==> config.mk <==
export PLATFORM = sky130hd
export DESIGN_NAME = fetch_unit
export DESIGN_NICKNAME = d
export VERILOG_FILES = /design/src/rtl/cpu_types_pkg.sv /design/src/rtl/fetch_buffer.sv /design/src/rtl/fetch_unit.sv
export SDC_FILE = /design/constraint.sdc
export NUM_CORES = 1
export LEC_CHECK = 0
export ABC_CLOCK_PERIOD_IN_PS = 3100
export BUFFER_PORTS_ARGS = -buffer_cell sky130_fd_sc_hd__buf_4
export CAP_MARGIN = 15
export CORE_MARGIN = 3
export CORE_UTILIZATION = 55
export DETAILED_ROUTE_END_ITERATION = 10
export PLACE_DENSITY = 0.81
export SYNTH_ARGS = -nofsm -noshare
export SYNTH_HDL_FRONTEND = slang
export SYNTH_SLANG_ARGS = --single-unit
==> constraint.sdc <==
create_clock -name CLK -period 3.1 [get_ports CLK]
set_clock_uncertainty 0.1 [all_clocks]
set_input_delay 0.31 -clock CLK [delete_from_list [all_inputs] [get_ports CLK]]
set_output_delay 0.31 -clock CLK [all_outputs]
set_load 0.005 [all_outputs]
==> src/rtl/cpu_types_pkg.sv <==
// Shared CPU types: machine word, fetch buffer entry, pc_sel encodings.
// Branch target helper is shared so every user computes the same address.
package cpu_types_pkg;

  typedef logic [31:0] word_t;

  typedef struct packed {
    word_t instr;
    word_t npc;
  } fetch_entry_t;

  localparam logic [1:0] PC_SEL_SEQ  = 2'b00;
  localparam logic [1:0] PC_SEL_REG  = 2'b01;
  localparam logic [1:0] PC_SEL_JUMP = 2'b10;

  function automatic word_t branch_target(input word_t npc, input logic [15:0] imm);
    return npc + {{14{imm[15]}}, imm, 2'b00};
  endfunction

endpackage

==> src/rtl/fetch_buffer.sv <==
// Two-entry in-order {instr, npc} buffer; head visible combinationally, writes land next edge.
// Caller must not push when full or pop when empty; flush wins over push/pop.
module fetch_buffer
  import cpu_types_pkg::*;
(
  input  logic         CLK,
  input  logic         nRST,
  input  logic         push_i,
  input  fetch_entry_t push_dat_i,
  input  logic         pop_i,
  input  logic         flush_i,
  output logic [1:0]   count_o,
  output fetch_entry_t head_o
);

  fetch_entry_t entry0_q, entry0_d;
  fetch_entry_t entry1_q, entry1_d;
  logic [1:0]   count_q, count_d;

  always_comb begin
    entry0_d = entry0_q;
    entry1_d = entry1_q;
    count_d  = count_q;
    if (flush_i) begin
      count_d = 2'd0;
    end else begin
      case ({push_i, pop_i})
        2'b01: begin
          entry0_d = entry1_q;
          count_d  = count_q - 2'd1;
        end
        2'b10: begin
          if (count_q == 2'd0) entry0_d = push_dat_i;
          else                 entry1_d = push_dat_i;
          count_d = count_q + 2'd1;
        end
        2'b11: begin
          // entry0 always holds the head, so a pop shifts entry1 forward
          if (count_q == 2'd1) begin
            entry0_d = push_dat_i;
          end else begin
            entry0_d = entry1_q;
            entry1_d = push_dat_i;
          end
        end
        default: ;
      endcase
    end
  end

  always_ff @(posedge CLK or negedge nRST) begin
    if (!nRST) begin
      entry0_q <= '0;
      entry1_q <= '0;
      count_q  <= 2'd0;
    end else begin
      entry0_q <= entry0_d;
      entry1_q <= entry1_d;
      count_q  <= count_d;
    end
  end

  assign count_o = count_q;
  assign head_o  = entry0_q;

endmodule

==> src/rtl/fetch_unit.sv <==
// Instruction fetch with a 2-entry prefetch buffer; ihit to instr_valid is 1 cycle when empty.
// iREN drops while the buffer is full or the core is halted; redirect/halt flush the buffer.
module fetch_unit
  import cpu_types_pkg::*;
#(
  parameter word_t PC_RESET = 32'h0000_0000
) (
  input  logic        CLK,
  input  logic        nRST,
  output logic        iREN,
  output word_t       iaddr,
  input  logic        ihit,
  input  word_t       iload,
  output word_t       instr,
  output word_t       npc,
  output logic        instr_valid,
  input  logic        instr_ready,
  input  logic [1:0]  pc_sel,
  input  logic        brEn,
  input  logic [15:0] br_imm,
  input  logic [25:0] jaddr,
  input  word_t       rs_data,
  input  logic        halt,
  output logic        halted
);

  localparam word_t PC_RESET_ALIGNED = PC_RESET & 32'hFFFF_FFFC;

  word_t        fetch_pc_q, fetch_pc_d;
  logic         halted_q, halted_d;
  logic [1:0]   count;
  fetch_entry_t head;
  fetch_entry_t push_dat;
  logic         consume, redirect, halt_take, push, pop, flush;
  word_t        target;

  assign iREN        = !halted_q && (count < 2'd2);
  assign instr_valid = !halted_q && (count != 2'd0);
  assign consume     = instr_valid && instr_ready;
  assign halt_take   = consume && halt;
  assign redirect    = consume && ((pc_sel == PC_SEL_REG) || (pc_sel == PC_SEL_JUMP) ||
                                   ((pc_sel == PC_SEL_SEQ) && brEn));

  always_comb begin
    target = branch_target(head.npc, br_imm);
    case (pc_sel)
      PC_SEL_JUMP: target = {head.npc[31:28], jaddr, 2'b00};
      PC_SEL_REG:  target = rs_data & 32'hFFFF_FFFC;
      default:     ;
    endcase
  end

  // A flushing cycle throws away whatever the memory returned alongside it
  assign flush    = redirect || halt_take;
  assign push     = iREN && ihit && !flush;
  assign pop      = consume && !flush;
  assign push_dat = '{instr: iload, npc: fetch_pc_q + 32'd4};

  always_comb begin
    fetch_pc_d = fetch_pc_q;
    halted_d   = halted_q || halt_take;
    if (halt_take)     fetch_pc_d = fetch_pc_q;
    else if (redirect) fetch_pc_d = target;
    else if (push)     fetch_pc_d = fetch_pc_q + 32'd4;
  end

  always_ff @(posedge CLK or negedge nRST) begin
    if (!nRST) begin
      fetch_pc_q <= PC_RESET_ALIGNED;
      halted_q   <= 1'b0;
    end else begin
      fetch_pc_q <= fetch_pc_d;
      halted_q   <= halted_d;
    end
  end

  fetch_buffer u_fetch_buffer (
    .CLK        (CLK),
    .nRST       (nRST),
    .push_i     (push),
    .push_dat_i (push_dat),
    .pop_i      (pop),
    .flush_i    (flush),
    .count_o    (count),
    .head_o     (head)
  );

  assign iaddr  = fetch_pc_q;
  assign instr  = head.instr;
  assign npc    = head.npc;
  assign halted = halted_q;

endmodule

======== Word level (Yosys, flattened, before mapping) ========
Cells that the tools add are included.
storage, ports and cells
  register bits ........................... 163
  input bits .............................. 114
  output and inout bits ................... 99
  logic and storage cells ................. 59
operators by class
  add/subtract/negate cells ............... 4
  $lt $le $gt $ge ......................... 1
  equal/unequal tests ..................... 9
  mux-type cells .......................... 11
  bitwise logic cells ..................... 2
  reduce and logical (&&, ||, !) cells .... 25
operators by type and width
  operator                                                         count
  64-bit 2-to-1 mux                                                4
  64-bit case mux with 3 select lines                              1
  64-bit case mux with 2 select lines                              1
  32-bit 2-to-1 mux                                                2
  32-bit case mux with 2 select lines                              1
  32-bit by 3-bit adder with 32-bit output, second input constant  1
  32-bit adder                                                     1
  1-bit logical AND                                                9
  2-bit by 1-bit == test with 1-bit output, second input constant  3
  2-bit == test, second input constant                             3
  2-bit nonzero test                                               3
  3-bit nonzero test                                               2
  2-bit zero test                                                  2
  1-bit logical OR                                                 4
  2-bit != test, second input constant                             2
  2-bit case mux with 2 select lines                               1
  4-bit AND reduction                                              1
  3-bit AND reduction                                              1
  2-bit by 1-bit adder with 2-bit output, second input constant    1
  1-bit zero test                                                  2
  2-bit < comparator, second input constant                        1
  2-bit 2-to-1 mux                                                 1
  2-bit by 1-bit != test with 1-bit output, second input constant  1
  1-bit NOT                                                        2
  2 further kinds                                                  2

======== Logic depth before layout (Yosys ltp) ========
Gate-level depths: netlist of the first run.
  depth after elaboration ................. 10
  depth in mapped cells ................... 14

======== Hierarchy ========
A second synthesis of the first run with hierarchy kept.
unflattened totals
  cell total of the unflattened synthesis .. 1092
  area, all modules ....................... 10207.3 sq um
by module, submodules not included
  module        instances  cells an instance  area each (sq um)
  fetch_buffer  1          528                5985.7
  fetch_unit    1          564                4221.5

======== Least setup slack after synthesis of the first run ========
No wires, ideal clock.
  path kind ............................... reg2reg
  start ................................... register u_fetch_buffer.entry0_q, in the netlist u_fetch_buffer.head_o[21]
  end ..................................... register fetch_pc_q[30] (netlist: iaddr[30])
  data arrival time ....................... 2583 ps
  data required time ...................... 2871 ps
  setup slack ............................. 288 ps
  stages on the path, launching flop included .. 12
  path through ............................ dfrtp_1 > ha_1 > buf_6 > a21o_4 > a21oi_2 > nor2_1 > or4_4 > a211oi_2 > a22oi_2 > a311oi_2 > mux2i_1 > nand3_1
between the ends
  cells in the longest elaborated chain, start to end .. 3
RTL lines
  element                              line                 text
  start, declared                      fetch_buffer.sv:16   fetch_entry_t entry0_q, entry0_d;
  start signal, assigned               fetch_buffer.sv:57   entry0_q <= entry0_d;
  32-bit adder                         cpu_types_pkg.sv:17  return npc + {{14{imm[15]}}, imm, 2'b00};
  32-bit case mux with 2 select lines  fetch_unit.sv:46     case (pc_sel)
  32-bit 2-to-1 mux                    fetch_unit.sv:63     else if (redirect) fetch_pc_d = target;
  end signal, assigned                 fetch_unit.sv:72     fetch_pc_q <= fetch_pc_d;
  end, declared                        fetch_unit.sv:29     word_t fetch_pc_q, fetch_pc_d;
No other way between the ends.
A chain may end at the register's enable or synchronous reset.

======== Final worst setup path of the first run ========
  start ................................... register u_fetch_buffer.entry0_q, in the netlist u_fetch_buffer.head_o[2]
  end ..................................... register fetch_pc_q[30] (netlist: iaddr[30])
The elaborated chain is that of the path after synthesis.

==> metrics.yaml, run 1 <==
floorplan:
  die_area_sq_mm: 0.0190
  ios: 213
  die-width_um: 138
  die_y_um: 138
  core_area_sq_mm: 0.0168
  rows: 47
  initial_core_util_pct: 56.9
placement:
  place_area_sq_mm: 0.0115
  portBuffers: 210
  place_hpwl_mm: 20.2
  place.gp.congestion: 0.943
routing:
  ant_nets: 0
  wirelength_mm: 27.5
  route.vias.total: 8678
  dr.pass1.iters: 5
  drt_iter0_drc: 619
  via_per_inst: 5.90
  wire_per_inst_um: 18.7
  route.detailed.drc: 0
sta:
  fmax_ghz: 0.336
  slew_headroom_pct: 43.8
  rsz0062_at_grt: "no"
  hold_viol_final: 0
  worstMarginPinSlew_ns: 0.840
  finalCritPeriodShare_pct: 96.1
  drv_slew: 0
  setup_violations: 0
  post-route-min-period_ns: 2.98
yosys:
  synth.distinct_cells: 70
  synth.largest_area_cell: "dfrtp_1"
  synth_nets: 1189
  synthFlopType: "dfrtp_1"
  synthCells: 1039
  yosysMostFrequentCell: "nand2_1"
  yosys_warnings: 0
  synth.ff_latch_count: 163
  synth.avg_cell_area_sq_um: 9.20
  netlist_area_sq_mm: 0.00956
  synthArstFlopShare_pct: 100
  synth_edf_count: 0
  synth_area_leaders: "dfrtp_1 43%, o21ai_0 8.3%, nand2_1 6.6%"
  synth_top_cells_by_count: "168 x nand2_1, 163 x dfrtp_1, 158 x o21ai_0"
  synth.yosys.seq_area_share_pct: 42.7
  synth_top_area_share_pct: 42.7
global_routing:
  grt_pass1_wl_mm: 43.0
  grt_start_max_net_pins: 79
  grt.total_usage_pct: 29.0
  grt_pass1_vias: 8434
  grt_use_met2_pct: 46.4
  grtUsageMet3_pct: 8.31
  overflow: 0
  antenna_found_initial: 0
  globalRouteMet1Util_pct: 37.5
  busiest_layer: "met2"
cells_and_area:
  final_nets: 1388
  final_core_util_pct: 71.9
  final_design_area_no_fill_sq_mm: 0.0121
  area_growth_syn_to_layout_pct: 26.5
  drive_gt1_share_pct: 27.7
  antennaDiodeCount: 0
critical_path:
  ff2ff_setup_slack_ns: 0.12
  crit_required_ns: 3.29
  reg2reg_depth: 12
  arrival_ns: 3.17
  criticalPathCategory: "reg2reg"
  start_kind: "register"
  r2r-start: "u_fetch_buffer.head_o[2]"
  end_kind: "register"
  r2r_end: "iaddr[30]"
  critPathMaxFanout: 3
power_and_ir_drop:
  ir_drop_v: 0.000525
  seq_power_share_pct: 36.4
  clockPowerShare_pct: 19.3
  p_int_uw: 6460
  p_switching_uw: 4050
  p_comb_share_pct: 44.3
  power_density_mw_per_mm2: 869
  sw_frac_of_total_pct: 38.6
  p_leak_uw: 0.00554
cts:
  cts-buffers-inserted: 17
  cts_tree: "built"
  cts.path.max_buffers: 2
  htreeDepth: 4
  path_clk_slew_ns: 0.07
  clock_sinks: 163
  cts-root-buf: "clkbuf_16"
  insertion_delay_ns: 0.43
hold_path:
  hold_end: "u_fetch_buffer.entry1_q[50]"
  hp-start: "iload[18]"
  min_path_cells: 2
  hp-class: "in2reg"
flow_run:
  timing.max_cap.violations: 0
status:
  status: "complete, no violations"
-- layout make-up --
class	instances	area [sq um]
sequential	163	4080
multi-input combinational	794	5200
inverter	15	56.3
clock inverter	11	91.3
clock buffer	21	470
tap	220	275
timing repair buffer	247	1920
fill	1320	4720
-- per-layer routing --
metal | share of wire [%] | wire length [um]
met3 | 9.1 | 2510
met4 | 3.0 | 822
met2 | 46 | 12800
met1 | 41 | 11400
met5 | 0 | 0
-- how the worst max path moves through the flow --
stage	start	end	slack (ns)	cells past startpoint
2_1_floorplan	u_fetch_buffer.head_o[21]	iaddr[30]	0.29	11
3_3_place_gp	br_imm[0]	iaddr[30]	0.02	13
3_5_place_dp	br_imm[0]	iaddr[30]	-0.05	13
4_1_cts	u_fetch_buffer.head_o[2]	iaddr[30]	0.03	12
5_1_grt	u_fetch_buffer.head_o[2]	iaddr[30]	0.01	12
6_report	u_fetch_buffer.head_o[2]	iaddr[30]	0.12	12
-- cells in the final DEF (no fill, tap or decap), drive strengths merged, types with 4 or more instances in the layout --
cell type / netlist / routed
a21oi: 51 / 51
a21o: 15 / 15
and3: 11 / 11
mux2: 39 / 39
nand4: 8 / 8
nor3: 12 / 12
mux2i: 42 / 42
a22oi: 13 / 13
o211ai: 7 / 7
xor2: 24 / 24
nand3: 19 / 19
xnor2: 27 / 27
o21a: 4 / 4
nand2b: 5 / 5
dfrtp: 163 / 163
inv: 14 / 20
a31oi: 6 / 6
a221oi: 17 / 17
nand2: 168 / 168
buf: 13 / 246
o2111ai: 4 / 4
clkbuf: 53 / 21
nor2: 53 / 53
a22o: 4 / 4
and2: 7 / 7
and4: 7 / 7
a211oi: 8 / 8
a221o: 5 / 5
ha: 35 / 35
nor4: 5 / 5
o21ai: 162 / 162
-- power groups by stage --
stage	Combinational (uW)	Sequential [uW]	Clock, uW
after floorplan	2720	3710	0
after global placement	4450	3800	0
after detailed placement	4580	3840	0
after CTS	4610	3810	2060
after global routing	5210	3940	2160
final	4660	3820	2030
-- stage by stage --
step	std cells	setup WS (ns)	hold slack (ns)	total power, uW	TNS, ns
after detailed placement	1437	-0.0492	0.193	8420	-0.0492
after floorplan	1039	0.288	-0.0856	6430	0
after CTS	1470	0.0299	0.00656	10500	0
final	1471	0.121	0.0234	10500	0
after global placement	1437	0.0200	0.190	8250	0
after global routing	1471	0.0115	0.0108	11300	0
-- critical path: stages (launching register included) --
cell and delay, ns:
dfrtp_1 0.39, ha_2 0.19, fa_2 0.40, a21oi_4 0.17, o221ai_2 0.13, a311oi_2 0.26, buf_4 0.17, nor3_1 0.07
nor2_1 0.16, a22oi_2 0.13, a311oi_2 0.34, mux2i_1 0.24, nand3_1 0.10
-- flip-flops by register name, indices dropped and copies added, names as in the netlist --
signal and flops:
u_fetch_buffer.head_o 64, halted 1, u_fetch_buffer.entry1_q 64, u_fetch_buffer.count_o 2, iaddr 32
-- repair_timing --
item                       CTS  global route
setup endpoints to repair    1             7
pin swaps                    1             9
setup buffers                0             1
hold endpoints to repair    47             0
resized for setup            2             9
hold buffers                 1             0
-- cells by family (layout without fill, tap and decap cells) --
| kind of cell | after synthesis | count (layout) | share of synthesized area, % |
|---|---|---|---|
| AO/OA/AOI/OAI | 316 | 316 | 20.2 |
| AND/OR/NAND/NOR | 310 | 310 | 14.8 |
| flip-flops | 163 | 163 | 42.7 |
| buffers and inverters | 82 | 294 | 3.85 |
| multiplexers | 81 | 81 | 8.99 |
| XOR/XNOR | 51 | 51 | 4.67 |
| adder cells (fa/ha/maj) | 36 | 36 | 4.79 |
Note: power is estimated with default switching activity, not from simulation.
==> inputs of run 2 (changes only) <==
==> constraint.sdc (replaced) <==
create_clock -name CLK -period 3.1 [get_ports CLK]
set_clock_uncertainty 0.1 [all_clocks]
set_input_delay 0.31 -clock CLK [delete_from_list [all_inputs] [get_ports CLK]]
set_output_delay 0.31 -clock CLK [all_outputs]
set_load 0.1 [all_outputs]
==> metrics.yaml, run 2 (synthesis results as in run 1) <==
critical_path:
  slowest_delay_ns: 0.43  # was 0.40 ns
  path_depth: 11  # was 12
  ff2ff_setup_slack_ns: 0.15  # was 0.12 ns
  crit_required_ns: 3.37  # was 3.29 ns
  cp_cell_sequence: "ha_1 > and3_1 > and2_1 > o2111ai_1 > a21oi_1 > o21ai_2 > buf_4 > xnor2_1 > nor3_1 > a2111o_1 > nand2_1"  # was ha_2 > fa_2 > a21oi_4 > o221ai_2 > a311oi_2 > buf_4 > nor3_1 > nor2_1 > a22oi_2 > a311oi_2 > mux2i_1 > nand3_1
  cp_slowest_cell: "dfrtp_2"  # was fa_2
  crit_buf_inv: 1  # unchanged
  critPathMaxFanout: 5  # was 3
  start_kind: "register"  # unchanged
  arrival_ns: 3.22  # was 3.17 ns
  end_kind: "register"  # unchanged
  criticalPathCategory: "reg2reg"  # unchanged
  cpLargestDelayFamily: "compound AO/OA/AOI/OAI gates"  # unchanged
  reg2reg_depth: 11  # was 12
placement:
  dp.cells: 1438  # was 1,437
  place.gp.congestion: 0.941  # was 0.943
  place_area_sq_mm: 0.0115  # about the same
  place_hpwl_mm: 20.0  # was 20.2 mm
  portBuffers: 210  # unchanged
routing:
  wire_per_inst_um: 18.6  # was 18.7 um
  dr.pass1.iters: 5  # unchanged
  ant_nets: 0  # unchanged
  drt_iter0_drc: 749  # was 619
  route.vias.total: 8694  # was 8,678
  wirelength_mm: 27.5  # about the same
  via_per_inst: 5.87  # was 5.90
  route.detailed.drc: 0  # unchanged
cells_and_area:
  final_common_cell: "buf_4"  # unchanged
  antennaDiodeCount: 0  # unchanged
  final_core_util_pct: 73.2  # was 71.9%
  drive_gt1_share_pct: 28.9  # was 27.7%
  mostFrequentLayoutCells: "241 x buf_4, 168 x nand2_1, 154 x o21ai_0"  # was 240 x buf_4, 168 x nand2_1, 163 x dfrtp_1
  final_cells: 1480  # was 1,471
  area_growth_syn_to_layout_pct: 28.7  # was 26.5%
  final_nets: 1397  # was 1,388
  nFillCells: 1302  # was 1,320
  final_design_area_no_fill_sq_mm: 0.0123  # was 0.0121 sq mm
cts:
  htreeDepth: 4  # unchanged
  cts-root-buf: "clkbuf_16"  # unchanged
  clock_sinks: 163  # unchanged
  insertion_delay_ns: 0.43  # about the same
  cts.path.max_buffers: 2  # unchanged
  cts_tree: "built"  # unchanged
  cts-buffers-inserted: 17  # unchanged
  path_clk_slew_ns: 0.08  # was 0.07 ns
global_routing:
  grt_pass1_wl_mm: 43.3  # was 43.0 mm
  overflow: 0  # unchanged
  antenna_found_initial: 0  # unchanged
  grt_pass1_vias: 8330  # was 8,434
  grt.total_usage_pct: 29.1  # was 29.0%
  grt_start_max_net_pins: 61  # was 79
power_and_ir_drop:
  power_density_mw_per_mm2: 1200  # was 869 mW/mm^2
  ir_drop_v: 0.000838  # was 0.000525 V
  p_leak_uw: 0.00560  # was 0.00554 uW
  power_uw: 14800  # was 10,500 uW
floorplan:
  initial_core_util_pct: 56.9  # unchanged
  die_area_sq_mm: 0.0190  # unchanged
  ios: 213  # unchanged
  rows: 47  # unchanged
  core_area_sq_mm: 0.0168  # unchanged
  die_y_um: 138  # unchanged
  die-width_um: 138  # unchanged
hold_path:
  hp-class: "in2reg"  # unchanged
  min_path_cells: 2  # unchanged
sta:
  slew_headroom_pct: 28.1  # was 43.8%
  post-route-min-period_ns: 2.95  # was 2.98 ns
  rsz0062_at_grt: "yes"  # was no
  fmax_ghz: 0.339  # was 0.336 GHz
  finalCritPeriodShare_pct: 95.2  # was 96.1%
  hold_viol_final: 0  # unchanged
  setup_violations: 0  # unchanged
  whs_ns: 0.0146  # was 0.0234 ns
  worstMarginPinSlew_ns: 1.07  # was 0.840 ns
  drv_slew: 0  # unchanged
flow_run:
  timing.max_cap.violations: 0  # unchanged
status:
  status: "complete, no violations"  # unchanged
==> run 2: cell types whose count changed in the layout (fill, tap and decap cells not counted), moves of 2 or more <==
cell,change
clkbuf_8,-3
clkinv_8,+7
clkinvlp_4,-3
dfrtp_1,-13
dfrtp_2,+12
dlygate4sd3_1,+7
nor2_1,-2
nor2_4,+2
==> run 2: worst register-to-register path, stage by stage (launching register included) <==
cell       delay [ns]
dfrtp_2          0.43
ha_1             0.37
and3_1           0.25
and2_1           0.23
o2111ai_1        0.24
a21oi_1          0.34
o21ai_2          0.13
buf_4            0.15
xnor2_1          0.16
nor3_1           0.09
a2111o_1         0.36
nand2_1          0.06
==> run 2: per-layer routing <==
metal	track usage (%)	up-vias	routed length (um)
met5	0	-	0
met2	47.2	342	12900
met1	38.8	4155	11700
met4	8.29	0	446
met3	7.62	41	2370
li1	-	4156	-
==> run 2: metrics by stage <==
stage | worst slack (ns) | setup TNS [ns]
finish | 0.148 | 0
CTS | 0.000626 | 0
floorplan | 0.000108 | 0
detailed placement | 0.0263 | 0
global route | -0.00351 | -0.00351
global placement | 0.0637 | 0
==> run 2: report_power, final <==
part | total, uW | internal [uW] | switching (uW)
registers | 3860 | 3060 | 807
logic | 8690 | 2380 | 6320
clock network | 2200 | 1180 | 1020
total | 14800 | 6610 | 8140
==> run 2: path summary, 6_finish.rpt <==
kind / startpoint / endpoint
worst max-delay path: u_fetch_buffer.head_o[10] / iaddr[21]
max in group asynchronous: nRST / u_fetch_buffer.head_o[38]
worst min-delay path: iload[7] / u_fetch_buffer.entry1_q[39]
worst min register to register: u_fetch_buffer.entry1_q[10] / u_fetch_buffer.entry1_q[10]
min in group asynchronous: nRST / u_fetch_buffer.entry1_q[10]
worst max register to register: u_fetch_buffer.head_o[10] / iaddr[21]
==> run 2: area by class of cell <==
cell class                      instances  area [sq um]  area share (%)
Inverter                               15          56.3           0.458
Timing Repair Buffer                  256          2020            16.4
Clock buffer                           17           425            3.46
Clock inverter                         15           210            1.71
Tap cell                              220           275            2.24
Sequential cell                       163          4100            33.3
Multi-Input combinational cell        794          5220            42.4
==> run 2: repair_timing <==
action,CTS,global route
pin swaps,0,10
hold endpoints to repair,64,0
resized for setup,2,9
setup endpoints to repair,2,9
setup buffers,0,2
hold buffers,8,0
